<file path="src/rtl/mostra_sequencia_pkg.sv">
// Shared definitions for the sequence presenter: state codes, default timings and
// the timer width helper.
package mostra_sequencia_pkg;

    typedef enum logic [3:0] {
        INICIAL = 4'd0,
        PREPARA = 4'd1,
        CARREGA = 4'd2,
        ACENDE  = 4'd3,
        APAGA   = 4'd4,
        PROXIMO = 4'd5,
        FIM     = 4'd6
    } estado_t;

    localparam int TEMPO_ON_PADRAO  = 1000;
    localparam int TEMPO_OFF_PADRAO = 500;

    // Timer holds T-1 at most, so clog2 of the longer period is enough (never below 1 bit).
    function automatic int largura_timer(input int tempo_on, input int tempo_off);
        int maior;
        maior = (tempo_on > tempo_off) ? tempo_on : tempo_off;
        return ($clog2(maior) < 1) ? 1 : $clog2(maior);
    endfunction

endpackage

</file>
<file path="src/rtl/mostra_sequencia_if.sv">
// Sequence ROM port shared with the jogada datapath: address out, 1-cycle registered data back.
interface mostra_sequencia_if #(
    parameter int ADDR_W = 4
);
    logic [ADDR_W-1:0] mem_endereco;
    logic [3:0]        mem_dado;

    modport master (output mem_endereco, input mem_dado);
    modport slave  (input mem_endereco, output mem_dado);
endinterface

</file>
<file path="src/rtl/mostra_sequencia_temporizador.sv">
// temporizador_seq: loadable down-counter with clear; fim is high while the count is zero.
module temporizador_seq #(
    parameter int W = 10
) (
    input  logic         clock,
    input  logic         reset,
    input  logic         limpar,
    input  logic         carregar,
    input  logic [W-1:0] valor,
    input  logic         contar,
    output logic         fim
);
    logic [W-1:0] conta_reg;

    always_ff @(posedge clock or negedge reset) begin
        if (!reset) begin
            conta_reg <= '0;
        end else if (limpar) begin
            conta_reg <= '0;
        end else if (carregar) begin
            conta_reg <= valor;
        end else if (contar && (conta_reg != '0)) begin
            conta_reg <= conta_reg - W'(1);
        end
    end

    assign fim = (conta_reg == '0);
endmodule

</file>
<file path="src/rtl/mostra_sequencia.sv">
// Sequence presenter FSM: walks ROM positions 0..limite, lighting each value on the leds.
// Blank gap between values only when MOSTRA_SEQUENCIA_GAP_EN is defined.
module mostra_sequencia
    import mostra_sequencia_pkg::*;
#(
    parameter int ADDR_W    = 4,
    parameter int TEMPO_ON  = TEMPO_ON_PADRAO,
    parameter int TEMPO_OFF = TEMPO_OFF_PADRAO
) (
    input  logic              clock,
    input  logic              reset,
    input  logic              iniciar,
    input  logic [ADDR_W-1:0] limite,
    mostra_sequencia_if.master mem,
    output logic [3:0]        leds,
    output logic              mostrando,
    output logic              pronto,
    output logic [3:0]        db_estado
);
    localparam int TW = largura_timer(TEMPO_ON, TEMPO_OFF);
    localparam logic [TW-1:0] CARGA_ON  = TW'(TEMPO_ON - 1);
    localparam logic [TW-1:0] CARGA_OFF = TW'(TEMPO_OFF - 1);

    estado_t           estado_reg;
    logic [ADDR_W-1:0] endereco_reg;
    logic [3:0]        leds_reg;
    logic              mostrando_reg;
    logic              pronto_reg;

    logic              tempo_fim;
    logic              tempo_limpar;
    logic              tempo_carregar;
    logic              tempo_contar;
    logic [TW-1:0]     tempo_valor;
    logic              ultima;

    // Address saturates at all-ones: reaching it ends the run even if limite is larger.
    assign ultima = (endereco_reg == limite) || (&endereco_reg);

    always_comb begin
        tempo_limpar = !(estado_reg inside {CARREGA, ACENDE, APAGA});
        tempo_contar = (estado_reg inside {ACENDE, APAGA});
        tempo_valor  = (estado_reg == ACENDE) ? CARGA_OFF : CARGA_ON;
`ifdef MOSTRA_SEQUENCIA_GAP_EN
        tempo_carregar = (estado_reg == CARREGA) || ((estado_reg == ACENDE) && tempo_fim);
`else
        tempo_carregar = (estado_reg == CARREGA);
`endif
    end

    temporizador_seq #(.W(TW)) u_temporizador (
        .clock    (clock),
        .reset    (reset),
        .limpar   (tempo_limpar),
        .carregar (tempo_carregar),
        .valor    (tempo_valor),
        .contar   (tempo_contar),
        .fim      (tempo_fim)
    );

    always_ff @(posedge clock or negedge reset) begin
        if (!reset) begin
            estado_reg    <= INICIAL;
            endereco_reg  <= '0;
            leds_reg      <= '0;
            mostrando_reg <= 1'b0;
            pronto_reg    <= 1'b0;
        end else begin
            case (estado_reg)
                INICIAL, FIM: begin
                    if (iniciar) begin
                        estado_reg    <= PREPARA;
                        endereco_reg  <= '0;
                        mostrando_reg <= 1'b1;
                        pronto_reg    <= 1'b0;
                    end
                end
                PREPARA: estado_reg <= CARREGA;
                CARREGA: begin
                    leds_reg   <= mem.mem_dado;
                    estado_reg <= ACENDE;
                end
                ACENDE: begin
                    if (tempo_fim) begin
                        leds_reg <= '0;
`ifdef MOSTRA_SEQUENCIA_GAP_EN
                        estado_reg <= APAGA;
`else
                        if (ultima) begin
                            estado_reg    <= FIM;
                            pronto_reg    <= 1'b1;
                            mostrando_reg <= 1'b0;
                        end else begin
                            estado_reg   <= PROXIMO;
                            endereco_reg <= endereco_reg + ADDR_W'(1);
                        end
`endif
                    end
                end
                APAGA: begin
                    if (tempo_fim) begin
                        if (ultima) begin
                            estado_reg    <= FIM;
                            pronto_reg    <= 1'b1;
                            mostrando_reg <= 1'b0;
                        end else begin
                            estado_reg   <= PROXIMO;
                            endereco_reg <= endereco_reg + ADDR_W'(1);
                        end
                    end
                end
                PROXIMO: estado_reg <= CARREGA;
                default: estado_reg <= INICIAL;
            endcase
        end
    end

    assign mem.mem_endereco = endereco_reg;
    assign leds             = leds_reg;
    assign mostrando        = mostrando_reg;
    assign pronto           = pronto_reg;
    assign db_estado        = estado_reg;
endmodule
</file>
<file path="src/flat_wrapper.sv">
// flat-port wrapper written by rule: the top's interface ports become plain ports
module mostra_sequencia_flat import mostra_sequencia_pkg::*;
#(
    parameter int ADDR_W    = 4,
    parameter int TEMPO_ON  = TEMPO_ON_PADRAO,
    parameter int TEMPO_OFF = TEMPO_OFF_PADRAO
)
  (clock, reset, iniciar, limite, leds, mostrando, pronto, db_estado, mem_mem_endereco, mem_mem_dado);
  mostra_sequencia_if #(.ADDR_W(ADDR_W)) mem_i ();
  input  logic clock;
  input  logic reset;
  input  logic iniciar;
  input  logic [ADDR_W-1:0] limite;
  output logic [3:0] leds;
  output logic mostrando;
  output logic pronto;
  output logic [3:0] db_estado;
  output wire logic [$bits(mem_i.mem_endereco)-1:0] mem_mem_endereco;
  input wire logic [$bits(mem_i.mem_dado)-1:0] mem_mem_dado;
  assign mem_mem_endereco = mem_i.mem_endereco;
  assign mem_i.mem_dado = mem_mem_dado;
  mostra_sequencia #(.ADDR_W(ADDR_W), .TEMPO_ON(TEMPO_ON), .TEMPO_OFF(TEMPO_OFF)) u_core (.clock(clock), .reset(reset), .iniciar(iniciar), .limite(limite), .mem(mem_i), .leds(leds), .mostrando(mostrando), .pronto(pronto), .db_estado(db_estado));
endmodule
</file>
<file path="config.mk">
export PLATFORM = sky130hd
export DESIGN_NAME = mostra_sequencia_flat
export DESIGN_NICKNAME = d
export VERILOG_FILES = /design/src/rtl/mostra_sequencia_pkg.sv /design/src/rtl/mostra_sequencia_if.sv /design/src/rtl/mostra_sequencia_temporizador.sv /design/src/rtl/mostra_sequencia.sv /design/src/flat_wrapper.sv
export SDC_FILE = /design/constraint.sdc
export NUM_CORES = 1
export LEC_CHECK = 0
export ABC_AREA = 1
export BUFFER_PORTS_ARGS = -buffer_cell sky130_fd_sc_hd__buf_2
export CORE_ASPECT_RATIO = 0.8
export CORE_UTILIZATION = 58
export DETAILED_ROUTE_END_ITERATION = 7
export PLACE_DENSITY = 0.85
export SYNTH_ARGS = -nofsm -noshare
export SYNTH_HDL_FRONTEND = slang
export SYNTH_SLANG_ARGS = --single-unit
</file>
<file path="constraint.sdc">
create_clock -name clock -period 3.7 [get_ports clock]
set_input_delay 0.555 -clock clock [delete_from_list [all_inputs] [get_ports clock]]
set_output_delay 0.555 -clock clock [all_outputs]
set_load 0.01 [all_outputs]
</file>
==> flow_metrics.env, run 1 <==
export IMPL_drive_gt1_frac=0.192
export IMPL_syn_avg_cell_area_um2=7.69
export IMPL_critPathMaxFanout=6
export IMPL_status="complete, no violations"
export IMPL_h_tree_depth=1
export IMPL_drt_antenna_violating_nets=0
export IMPL_antenna_found_initial=0
export IMPL_cts_reportedPaths_clkPinSlew_ns=0.12
export IMPL_syn2layout_area_growth_pct=12.4
export IMPL_finalSetupTns_ns=0
export IMPL_grt_max_degree=24
export IMPL_drcViolationCount=0
export IMPL_place_congestion=0.882
export IMPL_rsz0062_at_grt="no"
export IMPL_cp_end_kind="register"
export IMPL_dpl_cell_count=213
export IMPL_drt_wirelength_per_cell_um=12.1
export IMPL_startpoint="u_core.u_temporizador.conta_reg[0]"
export IMPL_fmax_mhz=556
export IMPL_maxCapViolations=0
export IMPL_wirelength_um=2620
export IMPL_cts_hold_buf=0
export IMPL_finClkSkew_ns=0.00554
export IMPL_path_class="register to register"
export IMPL_arrival_ns=2.04
export IMPL_grt_pass1_vias=1057
export IMPL_largest_register_ffs=10
export IMPL_finalSetupViolations=0
export IMPL_ctsResizeCount=0
export IMPL_post_dp_hpwl_um=2050
export IMPL_slew_viol_final=0
export IMPL_crit_path_end="u_core.mem.mem_endereco[0]"
export IMPL_synth_cells=168
export IMPL_reg2reg_from="u_core.u_temporizador.conta_reg[0]"
export IMPL_grt_ovfl_total=0
export IMPL_cp_top_family="simple AND/OR/NAND/NOR gates"
export IMPL_finalHoldViolations=0
export IMPL_post_cts_buffers=0
export IMPL_peakVddDrop_uv=668
export IMPL_cp_depth=8
export IMPL_grt_pass1_wl_um=4620
export IMPL_cts_root_buf="clkbuf_4"
export IMPL_crit_required_ns=3.94
export IMPL_fin_nets=207
export IMPL_synth_seq_cells=23
export IMPL_core_area_um2=1980
export IMPL_fin_crit_ns=1.80
export IMPL_via_per_inst=5.20
export IMPL_r2r_end="u_core.mem.mem_endereco[0]"
export IMPL_portBuffers=23
export IMPL_p_leak_nw=0.789
export IMPL_yosysWarnings=0
export IMPL_insertion_delay_ns=0.31
export IMPL_fp_dieW_um=54.8
export IMPL_fp_dieArea_um2=2420
export IMPL_synth_nets=181
export IMPL_yosysSeqAreaShare=0.445
export IMPL_cts_tree="yes"
export IMPL_crit_path_start_kind="register"
export IMPL_power_density_nw_per_um2=806
export IMPL_diodes=0
export IMPL_rrSetupSlack_ns=1.90
export IMPL_clkSinkCount=23
export IMPL_yosysUniqueCellTypes=26
export IMPL_slowest_stage="dfrtp_1"
export IMPL_firstDrtPassIters=4
export IMPL_hold_path_class="primary input to async pin"
export IMPL_cp_common_cell="nand2_1"
export IMPL_r2r_cells=8
export IMPL_drt_iter0_markers=32
export IMPL_finalCritPeriodShare=0.486
export IMPL_cts_made_buffers=3
export IMPL_worstPathCellList="inv_1 -> ha_1 -> nand2_1 -> nor2_4 -> nand2_4 -> nor2_1 -> nand4_1 -> nand2_1"
export IMPL_synth_area_um2=1290
export IMPL_via_count=1129
export IMPL_die_h_um=44.2
export IMPL_pin_count=25
export IMPL_initial_core_util=0.653
export IMPL_slowest_delay_ns=0.42
export IMPL_cp_num_buf_inv=1
export IMPL_grt_usage=0.272
export IMPL_cts_buffer_depth=2
export IMPL_rows=14
export IMPL_final_cells=217
-- cell usage in the layout (no fill, tap or decap), types with 3 or more instances in the layout --
| cell type | netlist | final |
|---|---|---|
| xnor2_1 | 4 | 4 |
| buf_2 | 0 | 23 |
| nor2_1 | 12 | 12 |
| nand2_1 | 50 | 50 |
| o21ai_0 | 10 | 10 |
| a21oi_1 | 3 | 3 |
| clkbuf_4 | 0 | 3 |
| nor3_1 | 3 | 3 |
| dfrtp_1 | 23 | 23 |
| nand4_1 | 5 | 5 |
| inv_1 | 22 | 22 |
| nand3_1 | 15 | 15 |
-- synth_stat cells --
library cell	number	area [um2]
a21oi_4	1	16.3
ha_1	2	25.0
conb_1	1	3.75
xnor2_1	4	35.0
nand3_2	2	20.0
nor3_1	3	15.0
inv_2	1	3.75
or2_2	2	12.5
o21ai_0	10	50.1
nor2_1	12	45.0
nand3_1	15	75.1
buf_4	1	7.51
nand4_1	5	31.3
o211ai_1	2	15.0
xor2_1	1	8.76
dfrtp_1	23	576
inv_1	22	82.6
nand2_1	50	188
nor2_2	1	6.26
o21ai_2	1	8.76
o21bai_1	1	7.51
nor2_4	1	11.3
a211oi_1	1	7.51
nand2_4	2	22.5
a21oi_1	3	15.0
clkbuf_1	1	3.75
-- routing by layer --
layer  vias up  wire, um  global-route usage
li1        589         -                   -
met2        22      1210               0.412
met1       514      1300               0.385
met5         -         0                   0
met4         0        14              0.0564
met3         4        97              0.0825
-- where the power goes --
group          total (mW)  leakage [nW]  internal [mW]  switching [mW]
registers           0.422         0.300          0.343          0.0791
logic               0.638         0.474          0.232           0.406
clock network       0.112        0.0150         0.0421          0.0694
total                1.17         0.789          0.617           0.554
-- worst min-delay path by stage --
| stage | startpoint | endpoint | slack [ns] |
|---|---|---|---|
| floorplan | reset | u_core.db_estado[0] | 0.26 |
| global placement | u_core.mostrando | u_core.mostrando | 0.45 |
| detailed placement | u_core.pronto | u_core.pronto | 0.46 |
| CTS | reset | u_core.u_temporizador.conta_reg[9] | 0.20 |
| global route | reset | u_core.u_temporizador.conta_reg[8] | 0.22 |
| finish | reset | u_core.u_temporizador.conta_reg[7] | 0.18 |
-- stage by stage --
stage                     instance area, um2  power, mW  hold slack, ns  setup WS [ns]  utilization
final                                   1450       1.17           0.183           1.90        0.734
after CTS                               1450       1.17           0.203           1.94        0.734
after floorplan                         1290      0.895           0.259           2.19            -
after global placement                  1430       1.03           0.450           2.07        0.721
after detailed placement                1430       1.05           0.455           1.96        0.721
after global routing                    1450       1.29           0.218           1.80        0.734
-- kinds of logic (layout without fill, tap and decap cells) --
logic type / Yosys count / in the layout / share of synthesized area
and+or+nand+nor: 93 / 93 / 0.330
buffers and inverters: 25 / 50 / 0.0755
DFF: 23 / 23 / 0.445
AOI/OAI and AO/OA: 19 / 19 / 0.0929
xor gates and xnor gates: 5 / 5 / 0.0339
adders and majority gates: 2 / 2 / 0.0194
other: 1 / 1 / 0.00290
-- layout make-up --
cell class | instances | area (um2)
clock buffers | 4 | 26.3
fillers | 166 | 527
flip-flops and latches | 23 | 576
multi-input cells | 120 | 619
well taps | 24 | 30.0
inverters | 23 | 86.3
repair buffers | 23 | 115
(Power assumes the default switching activity.)
==> inputs of run 2 (changes only) <==
--- a/config.mk
+++ b/config.mk
@@ -8,9 +8,9 @@
 export ABC_AREA = 1
 export BUFFER_PORTS_ARGS = -buffer_cell sky130_fd_sc_hd__buf_2
 export CORE_ASPECT_RATIO = 0.8
-export CORE_UTILIZATION = 58
+export CORE_UTILIZATION = 48
 export DETAILED_ROUTE_END_ITERATION = 7
-export PLACE_DENSITY = 0.85
+export PLACE_DENSITY = 0.76
 export SYNTH_ARGS = -nofsm -noshare
 export SYNTH_HDL_FRONTEND = slang
 export SYNTH_SLANG_ARGS = --single-unit
==> constraint.sdc (replaced) <==
create_clock -name clock -period 1.51 [get_ports clock]
set_input_delay 0.2265 -clock clock [delete_from_list [all_inputs] [get_ports clock]]
set_output_delay 0.2265 -clock clock [all_outputs]
set_load 0.01 [all_outputs]
==> flow_metrics.env, run 2 (synthesis gave the netlist of run 1 again) <==
export IMPL_power_frac_comb=0.645
export IMPL_antenna_found_initial=0
export IMPL_p_seq_frac=0.275
export IMPL_finalSetupTns_ns=-0.508
export IMPL_fin_crit_ns=1.59
export IMPL_pin_count=25
export IMPL_final_fill_count=201
export IMPL_cts_tree="yes"
export IMPL_finalSetupViolations=8
export IMPL_layout_commonest_cell="nand2_1"
export IMPL_violations="setup timing"
export IMPL_grt_max_degree=24
export IMPL_syn2layout_area_growth_pct=35.6
export IMPL_drive_gt1_frac=0.364
export IMPL_crit_required_ns=1.75
export IMPL_cts_made_buffers=3
export IMPL_path_class="register to register"
export IMPL_initial_core_util=0.517
export IMPL_final_cells=253
export IMPL_p_sw_mw=1.70
export IMPL_rows=16
export IMPL_dpl_instance_area_um2=1540
export IMPL_fin_nets=231
export IMPL_setup_ws_ns=-0.0838
export IMPL_critPathMaxFanout=7
export IMPL_via_per_inst=5.25
export IMPL_h_tree_depth=1
export IMPL_pwr_share_clk=0.081
export IMPL_rsz0062_at_grt="yes"
export IMPL_peakVddDrop_uv=1610
export IMPL_cts_buffer_depth=2
export IMPL_dpl_cell_count=238
export IMPL_crit_path_start_kind="register"
export IMPL_drt_antenna_violating_nets=0
export IMPL_grt_ovfl_total=0
export IMPL_core_area_um2=2500
export IMPL_worst_slew_pin_slew_ns=0.511
export IMPL_grt_pass1_wl_um=5180
export IMPL_p_leak_nw=0.928
export IMPL_grt_usage=0.233
export IMPL_cp_end_kind="register"
export IMPL_grt_pass1_vias=1181
export IMPL_slew_viol_final=0
export IMPL_power_density_nw_per_um2=2120
export IMPL_status="complete, but fails checks"
export IMPL_wirelength_um=3260
export IMPL_diodes=0
export IMPL_drt_wirelength_per_cell_um=12.9
export IMPL_maxCapViolations=0
export IMPL_drcViolationCount=0
export IMPL_sw_frac_of_total=0.459
export IMPL_post_dp_hpwl_um=2030
export IMPL_via_count=1328
export IMPL_finClkSkew_ns=0.00833
export IMPL_hold_path_class="primary input to register"
export IMPL_seqCellArea_um2=578
export IMPL_arrival_ns=1.84
export IMPL_portBuffers=23
export IMPL_place_congestion=0.849
export IMPL_drt_iter0_markers=60
export IMPL_cts_reportedPaths_clkPinSlew_ns=0.13
export IMPL_multi_input_area_um2=716
export IMPL_insertion_delay_ns=0.32
export IMPL_maxSlewHeadroom=0.659
export IMPL_fp_dieW_um=60.0
export IMPL_final_cell_area_um2=1750
export IMPL_largest_register_ffs=10
export IMPL_finalHoldViolations=0
export IMPL_fmax_mhz=627
export IMPL_cts_root_buf="clkbuf_4"
export IMPL_finalCritPeriodShare=1.06
export IMPL_final_core_util=0.701
export IMPL_final_cell_mix="45 x nand2_1, 23 x buf_2, 22 x buf_4"
export IMPL_pre_cts_ws_ns=-0.0438
export IMPL_intPower_mw=2.01
export IMPL_clkSinkCount=23
export IMPL_die_h_um=48.4
export IMPL_fp_dieArea_um2=2910
export IMPL_firstDrtPassIters=4
==> run 2: cell count changes in the layout (fill, tap and decap cells not counted), sizes merged <==
cell	previous run	this run
dlygate4sd3	0	1
buf	23	46
==> run 2: per-stage QoR <==
stage | total power, mW | hold WS [ns]
2_1_floorplan | 2.19 | -0.0691
3_3_place_gp | 2.77 | 0.223
3_5_place_dp | 2.84 | 0.229
4_1_cts | 3.23 | 0.136
5_1_grt | 3.99 | 0.162
6_report | 3.71 | 0.138
==> run 2: area by class of cell <==
type,instances,area share
inverters,23,0.0493
clock buffers,4,0.0150
multi-input cells,120,0.408
flip-flops and latches,23,0.330
repair buffers,47,0.172
well taps,36,0.0257
==> run 2: power by group through the flow <==
stage	clock (mW)	combinational, mW	sequential [mW]
2_1_floorplan	0	1.13	1.06
3_3_place_gp	0	1.76	1.01
3_5_place_dp	0	1.83	1.01
4_1_cts	0.296	1.92	1.01
5_1_grt	0.317	2.62	1.05
6_report	0.299	2.39	1.02
==> run 2: final timing paths <==
kind	from	end	slack, ns	cells past startpoint
worst max-delay path	u_core.u_temporizador.conta_reg[4]	u_core.db_estado[0]	-0.08	8
worst max register to register	u_core.u_temporizador.conta_reg[4]	u_core.db_estado[0]	-0.08	8
min in group asynchronous	reset	u_core.u_temporizador.conta_reg[8]	0.39	2
max in group asynchronous	reset	u_core.mem.mem_endereco[0]	0.76	2
worst min-delay path	mem_mem_dado[3]	u_core.leds[3]	0.14	3
worst min register to register	u_core.pronto	u_core.pronto	0.48	2
==> run 2: timing repair <==
item | 4_1_cts | 5_1_grt
pin swaps | 6 | 10
hold endpoints to repair | 23 | 0
buffers inserted | 3 | 7
hold buffers | 1 | 0
gates resized for setup | 1 | 26
setup endpoints to repair | 9 | 16
==> run 2: worst max-delay path, cell delays in order, from the launching register on <==
cell	delay (ns)
dfrtp_1	0.41
nor2_2	0.15
nand2_1	0.11
nor2_4	0.15
nand2_4	0.10
a21oi_4	0.30
buf_4	0.18
nand2_1	0.05
o21ai_0	0.07
==> run 2: routing by layer <==
metal	wire [um]	up-vias	share of wire	track usage
li1	-	633	-	-
met1	1440	636	0.44	0.328
met2	1580	48	0.49	0.369
met3	169	11	0.052	0.0481
met4	68	0	0.021	0.0504
met5	0	-	0	0
